### src/rtl/datapath_control_unit_pkg.sv
// Shared types and constants for the datapath control unit.
// CU_MULDIV_EN adds the mul/div opcodes to the legal instruction set.
package cu_pkg;

  typedef enum logic [3:0] {
    S_RST  = 4'd0,
    S_T0   = 4'd1,
    S_T1   = 4'd2,
    S_T2   = 4'd3,
    S_T3   = 4'd4,
    S_T4   = 4'd5,
    S_T5   = 4'd6,
    S_T6   = 4'd7,
    S_T7   = 4'd8,
    S_HALT = 4'd9
  } cu_state_e;

  localparam logic [4:0] OP_LD   = 5'b00000;
  localparam logic [4:0] OP_LDI  = 5'b00001;
  localparam logic [4:0] OP_ST   = 5'b00010;
  localparam logic [4:0] OP_ADD  = 5'b00011;
  localparam logic [4:0] OP_SUB  = 5'b00100;
  localparam logic [4:0] OP_AND  = 5'b01001;
  localparam logic [4:0] OP_OR   = 5'b01010;
  localparam logic [4:0] OP_ADDI = 5'b01011;
  localparam logic [4:0] OP_MUL  = 5'b01110;
  localparam logic [4:0] OP_DIV  = 5'b01111;
  localparam logic [4:0] OP_BR   = 5'b10010;
  localparam logic [4:0] OP_JR   = 5'b10011;
  localparam logic [4:0] OP_JAL  = 5'b10100;
  localparam logic [4:0] OP_IN   = 5'b10101;
  localparam logic [4:0] OP_OUT  = 5'b10110;
  localparam logic [4:0] OP_MFHI = 5'b10111;
  localparam logic [4:0] OP_MFLO = 5'b11000;
  localparam logic [4:0] OP_NOP  = 5'b11001;
  localparam logic [4:0] OP_HALT = 5'b11010;

  localparam logic [4:0] ALU_NONE = 5'b00000;
  localparam logic [4:0] ALU_ADD  = 5'b00001;
  localparam logic [4:0] ALU_SUB  = 5'b00010;
  localparam logic [4:0] ALU_AND  = 5'b00011;
  localparam logic [4:0] ALU_OR   = 5'b00100;
  localparam logic [4:0] ALU_MUL  = 5'b01000;
  localparam logic [4:0] ALU_DIV  = 5'b01001;

  localparam int OP_HI = 31;
  localparam int OP_LO = 27;
  localparam int RA_HI = 26;
  localparam int RA_LO = 23;
  localparam int RB_HI = 22;
  localparam int RB_LO = 19;
  localparam int RC_HI = 18;
  localparam int RC_LO = 15;

  typedef struct packed {
    logic       PCout;
    logic       PCin;
    logic       IncPC;
    logic       MARin;
    logic       MDRin;
    logic       MDRout;
    logic       MDRread;
    logic       IRin;
    logic       Yin;
    logic       Zin;
    logic       ZLOout;
    logic       ZHIout;
    logic       HIin;
    logic       LOin;
    logic       HIout;
    logic       LOout;
    logic       Gra;
    logic       Grb;
    logic       Grc;
    logic       Rin;
    logic       Rout;
    logic       BAout;
    logic       Cout;
    logic       CON_FF_In;
    logic       InPortout;
    logic       OPin;
    logic       wren;
    logic [4:0] ALUSelection;
  } ctl_t;

  function automatic logic is_legal(input logic [4:0] op);
    case (op)
      OP_LD, OP_LDI, OP_ST, OP_ADD, OP_SUB, OP_AND, OP_OR, OP_ADDI,
      OP_BR, OP_JR, OP_JAL, OP_IN, OP_OUT, OP_MFHI, OP_MFLO, OP_NOP,
      OP_HALT: return 1'b1;
`ifdef CU_MULDIV_EN
      OP_MUL, OP_DIV: return 1'b1;
`endif
      default: return 1'b0;
    endcase
  endfunction

  // Step on which each opcode finishes; stop is sampled there.
  function automatic cu_state_e last_step(input logic [4:0] op);
    case (op)
      OP_LD, OP_ST: return S_T7;
      OP_LDI, OP_ADD, OP_SUB, OP_AND, OP_OR, OP_ADDI: return S_T5;
      OP_BR: return S_T6;
      OP_JAL: return S_T4;
`ifdef CU_MULDIV_EN
      OP_MUL, OP_DIV: return S_T6;
`endif
      default: return S_T3;
    endcase
  endfunction

  function automatic logic [4:0] alu_code(input logic [4:0] op);
    case (op)
      OP_ADD, OP_ADDI: return ALU_ADD;
      OP_SUB: return ALU_SUB;
      OP_AND: return ALU_AND;
      OP_OR:  return ALU_OR;
      OP_MUL: return ALU_MUL;
      OP_DIV: return ALU_DIV;
      default: return ALU_NONE;
    endcase
  endfunction

endpackage

### src/rtl/datapath_control_unit_if.sv
// Control-unit <-> datapath bundle: IR/flag/stop in, strobes and status out.
interface datapath_control_unit_if;
  logic [31:0] IR;
  logic        CON_FF;
  logic        stop;
  logic PCout, PCin, IncPC, MARin, MDRin, MDRout, MDRread, IRin, Yin, Zin;
  logic ZLOout, ZHIout, HIin, LOin, HIout, LOout, Gra, Grb, Grc, Rin, Rout;
  logic BAout, Cout, CON_FF_In, InPortout, OPin, wren;
  logic [4:0]  ALUSelection;
  logic        run;
  logic        illegal;

  modport master (
    input  IR, CON_FF, stop,
    output PCout, PCin, IncPC, MARin, MDRin, MDRout, MDRread, IRin, Yin, Zin,
    output ZLOout, ZHIout, HIin, LOin, HIout, LOout, Gra, Grb, Grc, Rin, Rout,
    output BAout, Cout, CON_FF_In, InPortout, OPin, wren,
    output ALUSelection, run, illegal
  );

  modport slave (
    output IR, CON_FF, stop,
    input  PCout, PCin, IncPC, MARin, MDRin, MDRout, MDRread, IRin, Yin, Zin,
    input  ZLOout, ZHIout, HIin, LOin, HIout, LOout, Gra, Grb, Grc, Rin, Rout,
    input  BAout, Cout, CON_FF_In, InPortout, OPin, wren,
    input  ALUSelection, run, illegal
  );
endinterface

### src/rtl/datapath_control_unit_step_decoder.sv
// Pure combinational map (state, opcode, CON_FF) -> datapath strobe vector.
// CU_MULDIV_EN enables the mul/div execute sequence.
module cu_step_decoder
  import cu_pkg::*;
(
  input  cu_state_e  i_state,
  input  logic [4:0] i_opcode,
  input  logic       i_con_ff,
  output ctl_t       o_ctl
);

  function automatic ctl_t exec_step(input cu_state_e st, input logic [4:0] op, input logic cf);
    ctl_t c;
    c = '0;
    case (op)
      OP_LD, OP_LDI, OP_ST: begin
        case (st)
          S_T3: begin c.Grb = 1'b1; c.BAout = 1'b1; c.Yin = 1'b1; end
          S_T4: begin c.Cout = 1'b1; c.Zin = 1'b1; c.ALUSelection = ALU_ADD; end
          S_T5: begin
            if (op == OP_LDI) begin
              c.ZLOout = 1'b1; c.Gra = 1'b1; c.Rin = 1'b1;
            end else begin
              c.ZLOout = 1'b1; c.MARin = 1'b1;
            end
          end
          S_T6: begin
            if (op == OP_LD) begin
              c.MDRread = 1'b1; c.MDRin = 1'b1;
            end else if (op == OP_ST) begin
              c.Gra = 1'b1; c.Rout = 1'b1; c.MDRin = 1'b1;
            end else begin
              c = '0;
            end
          end
          S_T7: begin
            if (op == OP_LD) begin
              c.MDRout = 1'b1; c.Gra = 1'b1; c.Rin = 1'b1;
            end else if (op == OP_ST) begin
              c.wren = 1'b1;
            end else begin
              c = '0;
            end
          end
          default: c = '0;
        endcase
      end
      OP_ADD, OP_SUB, OP_AND, OP_OR, OP_ADDI: begin
        case (st)
          S_T3: begin c.Grb = 1'b1; c.Rout = 1'b1; c.Yin = 1'b1; end
          S_T4: begin
            if (op == OP_ADDI) begin
              c.Cout = 1'b1;
            end else begin
              c.Grc = 1'b1; c.Rout = 1'b1;
            end
            c.Zin = 1'b1;
            c.ALUSelection = alu_code(op);
          end
          S_T5: begin c.ZLOout = 1'b1; c.Gra = 1'b1; c.Rin = 1'b1; end
          default: c = '0;
        endcase
      end
      OP_BR: begin
        case (st)
          S_T3: begin c.Gra = 1'b1; c.Rout = 1'b1; c.CON_FF_In = 1'b1; end
          S_T4: begin c.PCout = 1'b1; c.Yin = 1'b1; end
          S_T5: begin c.Cout = 1'b1; c.Zin = 1'b1; c.ALUSelection = ALU_ADD; end
          S_T6: begin
            if (cf) begin
              c.ZLOout = 1'b1; c.PCin = 1'b1;
            end else begin
              c = '0;
            end
          end
          default: c = '0;
        endcase
      end
      OP_JR: begin
        if (st == S_T3) begin
          c.Gra = 1'b1; c.Rout = 1'b1; c.PCin = 1'b1;
        end else begin
          c = '0;
        end
      end
      OP_JAL: begin
        case (st)
          S_T3: begin c.PCout = 1'b1; c.Grb = 1'b1; c.Rin = 1'b1; end
          S_T4: begin c.Gra = 1'b1; c.Rout = 1'b1; c.PCin = 1'b1; end
          default: c = '0;
        endcase
      end
      OP_IN, OP_OUT, OP_MFHI, OP_MFLO: begin
        if (st == S_T3) begin
          c.Gra = 1'b1;
          c.InPortout = (op == OP_IN);
          c.HIout     = (op == OP_MFHI);
          c.LOout     = (op == OP_MFLO);
          c.OPin      = (op == OP_OUT);
          c.Rout      = (op == OP_OUT);
          c.Rin       = (op != OP_OUT);
        end else begin
          c = '0;
        end
      end
`ifdef CU_MULDIV_EN
      OP_MUL, OP_DIV: begin
        case (st)
          S_T3: begin c.Gra = 1'b1; c.Rout = 1'b1; c.Yin = 1'b1; end
          S_T4: begin c.Grb = 1'b1; c.Rout = 1'b1; c.Zin = 1'b1; c.ALUSelection = alu_code(op); end
          S_T5: begin c.ZLOout = 1'b1; c.LOin = 1'b1; end
          S_T6: begin c.ZHIout = 1'b1; c.HIin = 1'b1; end
          default: c = '0;
        endcase
      end
`endif
      default: c = '0;
    endcase
    return c;
  endfunction

  // Fetch is opcode-independent; execute steps decode the loaded IR.
  always_comb begin
    o_ctl = '0;
    case (i_state)
      S_T0: begin o_ctl.PCout = 1'b1; o_ctl.MARin = 1'b1; o_ctl.IncPC = 1'b1; o_ctl.Zin = 1'b1; end
      S_T1: begin o_ctl.ZLOout = 1'b1; o_ctl.PCin = 1'b1; o_ctl.MDRread = 1'b1; o_ctl.MDRin = 1'b1; end
      S_T2: begin o_ctl.MDRout = 1'b1; o_ctl.IRin = 1'b1; end
      S_T3, S_T4, S_T5, S_T6, S_T7: o_ctl = exec_step(i_state, i_opcode, i_con_ff);
      default: o_ctl = '0;
    endcase
  end

endmodule

### src/rtl/datapath_control_unit.sv
// Hardwired Moore controller: state register, stop synchroniser, status outputs.
// Optional mul/div support via CU_MULDIV_EN (handled in package and step decoder).
module datapath_control_unit
  import cu_pkg::*;
#(
  parameter int PC_WIDTH  = 9,
  parameter int STOP_SYNC = 1
) (
  input logic                     clk,
  input logic                     clr,
  datapath_control_unit_if.master bus
);

  localparam bit SYNC_ON = (STOP_SYNC != 0) && (PC_WIDTH > 0);

  cu_state_e  r_state;
  cu_state_e  w_next;
  ctl_t       w_ctl;
  logic       w_stop;
  logic [4:0] w_opcode;
  logic       w_unused_ir;

  assign w_opcode    = bus.IR[OP_HI:OP_LO];
  assign w_unused_ir = &{1'b0, bus.IR[RA_HI:0]};

  if (SYNC_ON) begin : g_stop_sync
    logic [1:0] r_stop_sync;
    // Two-flop synchroniser for the asynchronous stop level.
    always_ff @(posedge clk or posedge clr) begin
      if (clr) begin
        r_stop_sync <= 2'b00;
      end else begin
        r_stop_sync <= {r_stop_sync[0], bus.stop};
      end
    end
    assign w_stop = r_stop_sync[1];
  end else begin : g_stop_direct
    assign w_stop = bus.stop;
  end

  // State register.
  always_ff @(posedge clk or posedge clr) begin
    if (clr) begin
      r_state <= S_RST;
    end else begin
      r_state <= w_next;
    end
  end

  // Next-state logic; stop is honoured only once the instruction finishes.
  always_comb begin
    w_next = r_state;
    case (r_state)
      S_RST: w_next = S_T0;
      S_T0:  w_next = S_T1;
      S_T1:  w_next = S_T2;
      S_T2:  w_next = S_T3;
      S_T3, S_T4, S_T5, S_T6, S_T7: begin
        if ((r_state == S_T3) && (w_opcode == OP_HALT)) begin
          w_next = S_HALT;
        end else if (r_state == last_step(w_opcode)) begin
          w_next = w_stop ? S_HALT : S_T0;
        end else begin
          w_next = cu_state_e'(r_state + 4'd1);
        end
      end
      S_HALT: w_next = S_HALT;
      default: w_next = S_RST;
    endcase
  end

  cu_step_decoder u_step_decoder (
    .i_state  (r_state),
    .i_opcode (w_opcode),
    .i_con_ff (bus.CON_FF),
    .o_ctl    (w_ctl)
  );

  // Output decode.
  always_comb begin
    {bus.PCout, bus.PCin, bus.IncPC, bus.MARin, bus.MDRin, bus.MDRout, bus.MDRread,
     bus.IRin, bus.Yin, bus.Zin, bus.ZLOout, bus.ZHIout, bus.HIin, bus.LOin,
     bus.HIout, bus.LOout, bus.Gra, bus.Grb, bus.Grc, bus.Rin, bus.Rout, bus.BAout,
     bus.Cout, bus.CON_FF_In, bus.InPortout, bus.OPin, bus.wren, bus.ALUSelection} = w_ctl;
    bus.run     = (r_state != S_RST) && (r_state != S_HALT);
    bus.illegal = (r_state == S_T3) && !is_legal(w_opcode);
  end

endmodule

### src/flat_wrapper.sv
// flat-port wrapper written by rule: the top's interface ports become plain ports
module datapath_control_unit_flat import cu_pkg::*;
#(
  parameter int PC_WIDTH  = 9,
  parameter int STOP_SYNC = 1
)
  (clk, clr, bus_IR, bus_CON_FF, bus_stop, bus_PCout, bus_PCin, bus_IncPC, bus_MARin, bus_MDRin, bus_MDRout, bus_MDRread, bus_IRin, bus_Yin, bus_Zin, bus_ZLOout, bus_ZHIout, bus_HIin, bus_LOin, bus_HIout, bus_LOout, bus_Gra, bus_Grb, bus_Grc, bus_Rin, bus_Rout, bus_BAout, bus_Cout, bus_CON_FF_In, bus_InPortout, bus_OPin, bus_wren, bus_ALUSelection, bus_run, bus_illegal);
  datapath_control_unit_if bus_i ();
  input logic clk;
  input logic clr;
  input wire logic [$bits(bus_i.IR)-1:0] bus_IR;
  input wire logic [$bits(bus_i.CON_FF)-1:0] bus_CON_FF;
  input wire logic [$bits(bus_i.stop)-1:0] bus_stop;
  output wire logic [$bits(bus_i.PCout)-1:0] bus_PCout;
  output wire logic [$bits(bus_i.PCin)-1:0] bus_PCin;
  output wire logic [$bits(bus_i.IncPC)-1:0] bus_IncPC;
  output wire logic [$bits(bus_i.MARin)-1:0] bus_MARin;
  output wire logic [$bits(bus_i.MDRin)-1:0] bus_MDRin;
  output wire logic [$bits(bus_i.MDRout)-1:0] bus_MDRout;
  output wire logic [$bits(bus_i.MDRread)-1:0] bus_MDRread;
  output wire logic [$bits(bus_i.IRin)-1:0] bus_IRin;
  output wire logic [$bits(bus_i.Yin)-1:0] bus_Yin;
  output wire logic [$bits(bus_i.Zin)-1:0] bus_Zin;
  output wire logic [$bits(bus_i.ZLOout)-1:0] bus_ZLOout;
  output wire logic [$bits(bus_i.ZHIout)-1:0] bus_ZHIout;
  output wire logic [$bits(bus_i.HIin)-1:0] bus_HIin;
  output wire logic [$bits(bus_i.LOin)-1:0] bus_LOin;
  output wire logic [$bits(bus_i.HIout)-1:0] bus_HIout;
  output wire logic [$bits(bus_i.LOout)-1:0] bus_LOout;
  output wire logic [$bits(bus_i.Gra)-1:0] bus_Gra;
  output wire logic [$bits(bus_i.Grb)-1:0] bus_Grb;
  output wire logic [$bits(bus_i.Grc)-1:0] bus_Grc;
  output wire logic [$bits(bus_i.Rin)-1:0] bus_Rin;
  output wire logic [$bits(bus_i.Rout)-1:0] bus_Rout;
  output wire logic [$bits(bus_i.BAout)-1:0] bus_BAout;
  output wire logic [$bits(bus_i.Cout)-1:0] bus_Cout;
  output wire logic [$bits(bus_i.CON_FF_In)-1:0] bus_CON_FF_In;
  output wire logic [$bits(bus_i.InPortout)-1:0] bus_InPortout;
  output wire logic [$bits(bus_i.OPin)-1:0] bus_OPin;
  output wire logic [$bits(bus_i.wren)-1:0] bus_wren;
  output wire logic [$bits(bus_i.ALUSelection)-1:0] bus_ALUSelection;
  output wire logic [$bits(bus_i.run)-1:0] bus_run;
  output wire logic [$bits(bus_i.illegal)-1:0] bus_illegal;
  assign bus_i.IR = bus_IR;
  assign bus_i.CON_FF = bus_CON_FF;
  assign bus_i.stop = bus_stop;
  assign bus_PCout = bus_i.PCout;
  assign bus_PCin = bus_i.PCin;
  assign bus_IncPC = bus_i.IncPC;
  assign bus_MARin = bus_i.MARin;
  assign bus_MDRin = bus_i.MDRin;
  assign bus_MDRout = bus_i.MDRout;
  assign bus_MDRread = bus_i.MDRread;
  assign bus_IRin = bus_i.IRin;
  assign bus_Yin = bus_i.Yin;
  assign bus_Zin = bus_i.Zin;
  assign bus_ZLOout = bus_i.ZLOout;
  assign bus_ZHIout = bus_i.ZHIout;
  assign bus_HIin = bus_i.HIin;
  assign bus_LOin = bus_i.LOin;
  assign bus_HIout = bus_i.HIout;
  assign bus_LOout = bus_i.LOout;
  assign bus_Gra = bus_i.Gra;
  assign bus_Grb = bus_i.Grb;
  assign bus_Grc = bus_i.Grc;
  assign bus_Rin = bus_i.Rin;
  assign bus_Rout = bus_i.Rout;
  assign bus_BAout = bus_i.BAout;
  assign bus_Cout = bus_i.Cout;
  assign bus_CON_FF_In = bus_i.CON_FF_In;
  assign bus_InPortout = bus_i.InPortout;
  assign bus_OPin = bus_i.OPin;
  assign bus_wren = bus_i.wren;
  assign bus_ALUSelection = bus_i.ALUSelection;
  assign bus_run = bus_i.run;
  assign bus_illegal = bus_i.illegal;
  datapath_control_unit #(.PC_WIDTH(PC_WIDTH), .STOP_SYNC(STOP_SYNC)) u_core (.clk(clk), .clr(clr), .bus(bus_i));
endmodule
### config.mk
export PLATFORM = sky130hd
export DESIGN_NAME = datapath_control_unit_flat
export DESIGN_NICKNAME = d
export VERILOG_FILES = /design/src/rtl/datapath_control_unit_pkg.sv /design/src/rtl/datapath_control_unit_if.sv /design/src/rtl/datapath_control_unit_step_decoder.sv /design/src/rtl/datapath_control_unit.sv /design/src/flat_wrapper.sv
export SDC_FILE = /design/constraint.sdc
export NUM_CORES = 1
export LEC_CHECK = 0
export ABC_AREA = 1
export BUFFER_PORTS_ARGS = -buffer_cell sky130_fd_sc_hd__buf_2
export CAP_MARGIN = 20
export CELL_PAD_IN_SITES_DETAIL_PLACEMENT = 1
export CELL_PAD_IN_SITES_GLOBAL_PLACEMENT = 1
export CORE_MARGIN = 4
export CORE_UTILIZATION = 29
export DETAILED_ROUTE_END_ITERATION = 12
export GPL_ROUTABILITY_DRIVEN = 0
export PLACE_DENSITY = 0.95
export SYNTH_ARGS = -nofsm -noshare
export SYNTH_HDL_FRONTEND = slang
export SYNTH_SLANG_ARGS = --single-unit
### constraint.sdc
create_clock -name clk -period 2.92 [get_ports clk]
set_input_delay 0.146 -clock clk [delete_from_list [all_inputs] [get_ports clk]]
set_output_delay 0.146 -clock clk [all_outputs]
set_load 0.05 [all_outputs]
# Yosys cells after proc, flatten, opt, wreduce, memory -nomap -nowiden
# Memory sizes are Yosys's and may differ from the RTL's.
# Index checks and enable logic that the tools add are counted.
[totals]
rom_bits = 160
inputBits = 36
elab_cells = 102
ff_bits = 6
memories = 2
[mem_list]
columns = ["name", "words", "width", "rd", "rd_ports_with_merged_regs", "write_ports", "line_no", "rtl"]
rows = [
  ["(name not given)", 32, 4, 1, 0, 0, "datapath_control_unit_pkg.sv:100", "case (op)"],
  ["(name not given)", 32, 1, 1, 0, 0, "datapath_control_unit_pkg.sv:87", "case (op)"],
]
[classes]
n_eq_ne = 29
reduce_logical = 12
addsub = 1
mux = 56
[ops]
columns = ["op", "n"]
rows = [
  ["32-bit case mux with 6 select lines", 1],
  ["4-bit case mux with 6 select lines", 2],
  ["5-bit == test (second input constant)", 8],
  ["1-bit case mux with 2 select lines", 14],
  ["5-bit by 4-bit == test with 1-bit output (second input constant)", 5],
  ["21-bit 2-to-1 mux", 1],
  ["4-bit 2-to-1 mux", 5],
  ["1-bit 2-to-1 mux", 17],
  ["4-bit by 3-bit == test with 1-bit output (second input constant)", 4],
  ["16-bit 2-to-1 mux", 1],
  ["4-bit case mux with 2 select lines", 2],
  ["5-bit case mux with 3 select lines", 1],
  ["6-bit 2-to-1 mux", 2],
  ["1-bit case mux with 3 select lines", 4],
  ["5-bit by 2-bit == test with 1-bit output (second input constant)", 2],
  ["5-bit OR reduction", 2],
  ["4-bit by 2-bit == test with 1-bit output (second input constant)", 2],
  ["4-bit == test (second input constant)", 2],
  ["7-bit 2-to-1 mux", 1],
  ["5-bit by 1-bit == test with 1-bit output (second input constant)", 1],
  ["5-bit by 3-bit == test with 1-bit output (second input constant)", 1],
  ["5-bit zero test", 1],
  ["5-bit 2-to-1 mux", 1],
  ["5-bit != test (second input constant)", 1],
  ["14 further kinds", 17],
]

# Depth between registers and ports, before layout
# Gate-level depths: netlist (run 1).
[depth]
word_depth = 8
depth_mapped = 12

# By module
# A second synthesis (run 1) with hierarchy kept.
[unflattened]
hier_cells = 217
hier_area_um2 = 1152.4
[modules_own_cells]
columns = ["module", "seq_area_each_um2", "n_inst", "cells_each", "area_per_inst_um2"]
rows = [
  ["cu_step_decoder", 0.0, 1, 136, 616.8],
  ["datapath_control_unit", 150.1, 1, 81, 535.5],
]

# Worst setup path after synthesis (run 1)
# OpenSTA, ideal clock, no wires.
[synth_timing]
kind = "reg2out"
from = "register u_core.r_state[0]"
to = "output port bus_HIout"
t_required_ns = 2.774
arrival_ns = 2.392
path_buffers = 0
setup_slack_ns = 0.382
path_stages_with_launch = 5
cell_sequence = "dfrtp_1 inv_1 ha_1 nand2_2 nor4_1"
[synth_between]
elab_chain_len = 4
word_cells_on_any_way = 9
[synth_rtl]
columns = ["element", "line_no", "rtl"]
rows = [
  ["start, declared", "datapath_control_unit.sv:16", "cu_state_e r_state;"],
  ["start signal, assigned", "datapath_control_unit.sv:46", "r_state <= w_next;"],
  ["4-bit by 3-bit == test with 1-bit output", "datapath_control_unit_step_decoder.sv:94, datapath_control_unit_step_decoder.sv:125", ""],
  ["3-bit 2-to-1 mux", "datapath_control_unit_step_decoder.sv:94", "if (st == S_T3) begin"],
  ["32-bit case mux with 6 select lines", "datapath_control_unit_step_decoder.sv:15", "case (op)"],
  ["21-bit 2-to-1 mux (*)", "datapath_control_unit_step_decoder.sv:125", "case (i_state)"],
  ["end, declared", "flat_wrapper.sv:28", "output wire logic [$bits(bus_i.HIout)-1:0] bus_HIout;"],
]
# Mark *: on every way between the ends. The rest lies on a longest branch, timed or not.

# Worst setup path in the final report (run 1)
[layout_timing]
from = "register u_core.r_state[0]"
to = "output port bus_LOout"
[layout_between]
elab_chain_len = 4
word_cells_on_any_way = 9
[layout_rtl]
columns = ["element", "line_no", "rtl"]
rows = [
  ["4-bit by 3-bit == test with 1-bit output", "datapath_control_unit_step_decoder.sv:94, datapath_control_unit_step_decoder.sv:125", ""],
  ["3-bit 2-to-1 mux", "datapath_control_unit_step_decoder.sv:94", ""],
  ["32-bit case mux with 6 select lines", "datapath_control_unit_step_decoder.sv:15", ""],
  ["21-bit 2-to-1 mux (*)", "datapath_control_unit_step_decoder.sv:125", ""],
  ["end, declared", "flat_wrapper.sv:29", "output wire logic [$bits(bus_i.LOout)-1:0] bus_LOout;"],
]
# Marked as above.

==> results of run 1 <==
-- cell usage in the layout (no fill, tap or decap), types with 4 or more instances in the layout --
master,count
buf_2,37
conb_1,5
dfrtp_1,6
ha_1,4
inv_1,24
inv_2,9
nand2_1,43
nand2_2,4
nand3_1,18
nand3_2,4
nand4_1,5
nor2_1,27
nor2_4,4
nor3_1,7
-- worst max-delay path: stages (launching register included) --
cell and delay [ps]:
dfrtp_1 450, inv_1 140, ha_1 220, nand2_2 160
inv_1 200, nor3_1 90, inv_1 120, nand2_1 70
nor3b_1 240, buf_2 310
-- cell families after synthesis --
kind of cell | synth area share
and+or+nand+nor | 0.5512
buffers and inverters | 0.1588
AOI/OAI and AO/OA | 0.08632
DFF | 0.1381
adders and majority gates | 0.04603
xor gates and xnor gates | 0.01611
other | 0.003449
-- power groups by stage --
stage,clock network [mW],logic (mW),registers [mW]
global placement,0,0.816,0.143
CTS,0.128,0.835,0.146
floorplan,0,0.660,0.135
detailed placement,0,0.831,0.147
finish,0.122,0.828,0.146
global route,0.134,0.901,0.149
-- synthesized netlist by cell type --
library cell | number | area share
xor2_1 | 1 | 0.0081
buf_4 | 5 | 0.035
o211ai_1 | 1 | 0.0069
o21ai_0 | 3 | 0.014
inv_1 | 24 | 0.083
conb_1 | 1 | 0.0034
and3_1 | 1 | 0.0058
nand3_4 | 1 | 0.016
inv_2 | 9 | 0.031
nor2_1 | 27 | 0.093
nor3_1 | 7 | 0.032
buf_6 | 1 | 0.010
o31ai_1 | 1 | 0.0069
o2111ai_1 | 1 | 0.0081
a21oi_1 | 3 | 0.014
ha_1 | 4 | 0.046
o21ai_1 | 2 | 0.0092
nand4_1 | 5 | 0.029
nor3b_1 | 1 | 0.0069
o21a_1 | 1 | 0.0069
nand3b_1 | 1 | 0.0069
o21ai_2 | 1 | 0.0081
xnor2_1 | 1 | 0.0081
a22oi_1 | 1 | 0.0069
nor2_4 | 4 | 0.041
nor4_1 | 2 | 0.012
dfrtp_1 | 6 | 0.14
nand2_1 | 43 | 0.15
nand3_1 | 18 | 0.083
nor2_2 | 3 | 0.017
a31oi_1 | 1 | 0.0058
nand3_2 | 4 | 0.037
nand2_2 | 4 | 0.023
-- what timing repair did --
action	4_1_cts	5_1_grt
gates resized for setup	0	0
hold endpoints to repair	6	0
endpoints found under the setup margin	0	0
hold buffers	1	0
-- routing by layer --
metal,GRT usage,share of wire,vias to the layer above
met1,0.1864,0.43,656
met2,0.2850,0.50,49
li1,-,-,676
met3,0.01739,0.067,3
met4,0.05206,0.0096,0
met5,0,0,-
-- area by class of cell --
cell class	instances	area, µm²
fillers	501	2121
multi-input cells	147	779.5
repair buffers	38	195.2
flip-flops and latches	6	150.1
inverters	33	123.9
well taps	46	57.56
clock buffers	3	41.29
-- registers in the layout (all words and copies together) (netlist names) --
| name | cells |
|---|---|
| u_core.r_state | 4 |
| u_core.g_stop_sync.r_stop_sync | 2 |
-- worst min-delay path by stage --
stage | start | end | slack (ps) | cells past startpoint
finish | bus_stop | u_core.g_stop_sync.r_stop_sync[0]$_DFF_PP0_ | 30 | 1
CTS | bus_stop | u_core.g_stop_sync.r_stop_sync[0]$_DFF_PP0_ | 20 | 1
global route | bus_stop | u_core.g_stop_sync.r_stop_sync[0]$_DFF_PP0_ | 20 | 1
detailed placement | clr | u_core.g_stop_sync.r_stop_sync[1]$_DFF_PP0_ | 70 | 2
floorplan | clr | u_core.g_stop_sync.r_stop_sync[0]$_DFF_PP0_ | -60 | 1
global placement | clr | u_core.g_stop_sync.r_stop_sync[0]$_DFF_PP0_ | 60 | 2
-- stage by stage --
step / total power, mW / cells
2_1_floorplan: 0.7949 / 192
6_report: 1.096 / 273
3_5_place_dp: 0.9780 / 269
5_1_grt: 1.184 / 273
3_3_place_gp: 0.9594 / 269
4_1_cts: 1.108 / 273
==> out/results.ini, run 1 <==
[run_status]
status = finished clean

[worst_setup_path]
path_max_fanout = 10
endpoint_kind = output port
rr_startpoint = u_core.r_state[0]$_DFF_PP0_
worstSetupPathType = flop to output port
cp_data_arrival_time_ps = 2240
startpoint = u_core.r_state[0]$_DFF_PP0_
cp-endpoint = bus_LOout
setup.worst_path.start_class = flop
worst_ep_required_time_ps = 2770
reg2reg_setup_slack_ps = 1060
r2r_cells = 8
r2r_end = u_core.r_state[1]$_DFF_PP0_

[power]
leakagePower_nw = 0.8028
p_clk_frac = 0.112
intPower_uw = 388.9
switching_share = 0.6451
ir_drop_uv = 541.1
power.density_mw_per_mm2 = 813.4
p_sw_uw = 707.1
power_frac_seq = 0.133
power_frac_comb = 0.755

[timing]
slew_violations = 0
timing.final.crit_period_ps = 2385
timing.hold.ws_ps = 29.37
finalSetupViolations = 0
layout_setup_ws_ps = 534.5
skew_ps = 1.026
tns_ps = 0
rsz0062_at_grt = no
finalHoldViolations = 0
min_period_over_period = 0.8169
max_clock_freq_ghz = 0.4192

[detailed_routing]
ant_nets = 0
vias_per_cell = 5.070
num_vias = 1384
drt_first_pass_iters = 4
wl_per_cell_um = 13.35
wirelength_um = 3644
drtIter0Drc = 63
drc = 0

[synthesis]
syn_area_per_cell_um2 = 5.783
synth.yosys.seq_area_share = 0.1381
synth_area_mm2 = 0.001087
synth_seq_cells = 6
yosys_warnings = 0
synth_cell_types = 33
syn_inst = 188

[floorplan]
die_area_mm2 = 0.004793
ioPinCount = 70
num_rows = 21
fp.dieW_um = 69.23
start_util = 0.3135
core_area_mm2 = 0.003468
die_h_um = 69.23

[finish]
drive_gt1_frac = 0.2907
postLayoutCellArea_mm2 = 0.001348
syn2layout_area_growth_pct = 23.94
fin_nets = 269
diodes = 0
utilization = 0.3885

[global_routing]
grt_max_degree = 11
grtUsageTotal = 0.1557
grt_pass1_wl_um = 6403
grt_pass1_vias = 1440
grt-ovfl-total = 0
grt_antenna_before_repair = 0

[placed_design]
pre_cts_ws_ps = 810.2
hpwl_um = 3140
place_area_mm2 = 0.001296
io_buffers = 37

[clock_network]
clk_pin_slew_ps = 30
clock_path_buffers = 2
cts_tree = yes
htreeDepth = 1
worstSkewPairLatency_ps = 220
cts-root-buf = clkbuf_8
numCtsBuffers = 3
cts_setup_buffers = 0
clock_sinks = 6

[run]
maxCapViolations = 0

[worst_hold_path]
worstHoldPathType = primary input to flop

No activity file was read; power rests on OpenSTA's default activity.
==> run 2, diff against run 1 <==
--- a/config.mk
+++ b/config.mk
@@ -11,10 +11,10 @@
 export CELL_PAD_IN_SITES_DETAIL_PLACEMENT = 1
 export CELL_PAD_IN_SITES_GLOBAL_PLACEMENT = 1
 export CORE_MARGIN = 4
-export CORE_UTILIZATION = 29
+export CORE_UTILIZATION = 24
 export DETAILED_ROUTE_END_ITERATION = 12
 export GPL_ROUTABILITY_DRIVEN = 0
-export PLACE_DENSITY = 0.95
+export PLACE_DENSITY = 0.85
 export SYNTH_ARGS = -nofsm -noshare
 export SYNTH_HDL_FRONTEND = slang
 export SYNTH_SLANG_ARGS = --single-unit
==> constraint.sdc (replaced) <==
create_clock -name clk -period 1.9 [get_ports clk]
set_input_delay 0.095 -clock clk [delete_from_list [all_inputs] [get_ports clk]]
set_output_delay 0.095 -clock clk [all_outputs]
set_load 0.05 [all_outputs]
==> run 2 against run 1 <==
  * Sequential power rose by 44%
  * Setup slack worse by 500 ps
  * Register-to-register slack got worse by 750 ps
  * Final area rose by 26%
  * Clock power rose by 52%
  * Sequential share of layout area fell by 2.2 points
  * Worst hold slack better by 300 ps
  * Critical path depth is 2 lower
  * Cell count grew 9.2%
  * Clock skew about the same
  * Flip-flop and latch count is the same
  * Critical path type unchanged
  * Critical endpoint is now bus_HIout
==> out/results.ini, run 2 (synthesized netlist as in run 1, its figures left out) <==
[finish]
n_fill_cell = 586
syn2layout_area_growth_pct = 56.04
drive_gt1_frac = 0.4512
utilization = 0.3870
multi_input_area_um2 = 929.6
top_regs = u_core.r_state (4), u_core.g_stop_sync.r_stop_sync (2)
largest-register = u_core.r_state
final_common_cell = nand2_1
final_cell_mix = nand2_1 (41), buf_2 (27), nor2_1 (23)
fin_nets = 288
stdcell_count = 298
diodes = 0
largest_reg_flops = 4
register_area_um2 = 151.4

[worst_setup_path]
path_buf_inv = 4
cp.depth = 7
reg2reg_setup_slack_ps = 310
setup.worst_path.start_class = flop
worstSetupPathType = flop to output port
cp_top_family = buffers and inverters
crit_chain = inv_2 -> nor2_4 -> buf_6 -> nand2_4 -> buf_4 -> nor4_2 -> buf_4
r2r_cells = 9
endpoint_kind = output port
worst_ep_required_time_ps = 1800
r2r_end = u_core.r_state[1]$_DFF_PP0_
cp_data_arrival_time_ps = 1770
rr_startpoint = u_core.r_state[2]$_DFF_PP0_
path_max_fanout = 8
slowest_stage = dfrtp_1
max_stage_delay_ps = 360
crit_top_cell = buf_4

[timing]
skew_ps = 1.446
finalHoldViolations = 0
max_clock_freq_ghz = 0.5354
rsz0062_at_grt = yes
slew_violations = 0
finalSetupViolations = 0
timing.final.crit_period_ps = 1868
min_period_over_period = 0.9830

[clock_network]
worstSkewPairLatency_ps = 220
clk_pin_slew_ps = 30
clock_sinks = 6
cts_tree = yes
cts-root-buf = clkbuf_8
clock_path_buffers = 2
htreeDepth = 1
numCtsBuffers = 3

[detailed_routing]
drtIter0Drc = 39
wirelength_um = 4330
ant_nets = 0
vias_per_cell = 4.846
drc = 0
top_layer = met4
drt_first_pass_iters = 4
wl_per_cell_um = 14.53
num_vias = 1444
route.met3.wl_um = 181
drt-met1-wl_um = 1794
met2_length_um = 2262

[power]
p_clk_frac = 0.088
leakagePower_nw = 0.9303
intPower_uw = 841.7
power_frac_seq = 0.100
power_frac_comb = 0.813
ir_drop_uv = 769.4
p_sw_mw = 1.263
power.density_mw_per_mm2 = 1240
switching_share = 0.6000

[global_routing]
grt_antenna_before_repair = 0
grt_pass1_wl_um = 6699
grt_max_degree = 11
grt_pass1_vias = 1477
grtUsageTotal = 0.1504
grt-ovfl-total = 0

[floorplan]
ioPinCount = 70
start_util = 0.2480
num_rows = 24
die_h_um = 75.31
fp.dieW_um = 75.31
die_area_mm2 = 0.005672
core_area_mm2 = 0.004384

[worst_hold_path]
worstHoldPathType = primary input to async pin

[run_status]
status = finished clean

[run]
maxCapViolations = 0

[placed_design]
io_buffers = 37
placed_cells = 288
hpwl_um = 3501

==> run 2: changes by cell type in the layout (fill, tap and decap cells not counted), moves of 3 or more <==
cell / before / now
nor2_1: 27 / 23
buf_6: 0 / 4
inv_2: 9 / 12
buf_2: 37 / 27
ha_1: 4 / 0
ha_4: 0 / 3
buf_4: 0 / 20
nor3_2: 0 / 3
clkbuf_4: 0 / 4
inv_1: 24 / 19
nor3_1: 7 / 4
==> run 2: worst max path at each step <==
stage                                 from        end  slack, ps
2_1_floorplan  u_core.r_state[0]$_DFF_PP0_  bus_BAout       -180
3_3_place_gp   u_core.r_state[1]$_DFF_PP0_   bus_Rout         70
3_5_place_dp   u_core.r_state[1]$_DFF_PP0_   bus_Rout         10
4_1_cts        u_core.r_state[1]$_DFF_PP0_   bus_Rout         -2
5_1_grt        u_core.r_state[2]$_DFF_PP0_  bus_LOout        -30
6_report       u_core.r_state[2]$_DFF_PP0_  bus_HIout         30
==> run 2: routing by layer <==
metal / GRT usage / vias to the layer above
li1: - / 710
met1: 0.1853 / 685
met2: 0.2665 / 38
met3: 0.02243 / 11
met4: 0.05049 / 0
met5: 0 / -
==> run 2: worst register-to-register path: stages, from the launching register on <==
cell     delay, ps
dfrtp_1        390
inv_2          130
nor2_4          80
buf_6          130
nand2_4        110
inv_2           50
buf_4          150
a31oi_1        250
nand3_1        120
nand3_1        100
==> run 2: final cells by class <==
cell class                      instances  share of cell area
Sequential cell                         6             0.08923
Clock buffer                            3             0.02434
Inverter                               33             0.07596
Multi-Input combinational cell        147              0.5479
Tap cell                               52             0.03835
Timing Repair Buffer                   57              0.2242
==> run 2: power by group through the flow <==
stage	sequential [mW]	clock (mW)	combinational, mW
floorplan	0.208	0	1.04
global placement	0.201	0	1.42
detailed placement	0.204	0	1.44
CTS	0.196	0.192	1.54
global route	0.211	0.205	1.84
finish	0.210	0.185	1.71
==> run 2: per-stage QoR <==
step	TNS (ps)	instance area [µm²]	total power, mW	hold slack, ps	setup slack (ps)
2_1_floorplan	-482.4	1142	1.247	-114.0	-176.8
3_3_place_gp	0	1441	1.617	7.880	65.44
3_5_place_dp	0	1441	1.645	14.47	12.79
4_1_cts	-2.185	1573	1.931	326.1	-2.185
5_1_grt	-129.9	1697	2.259	359.5	-34.40
6_report	0	1697	2.104	332.4	32.35
==> run 2: what timing repair did <==
item | CTS | global route
resized for setup | 18 | 28
hold buffers | 2 | 0
buffers inserted | 2 | 3
pin swaps | 1 | 6
endpoints found under the setup margin | 13 | 18
endpoints found under the hold margin | 7 | 0
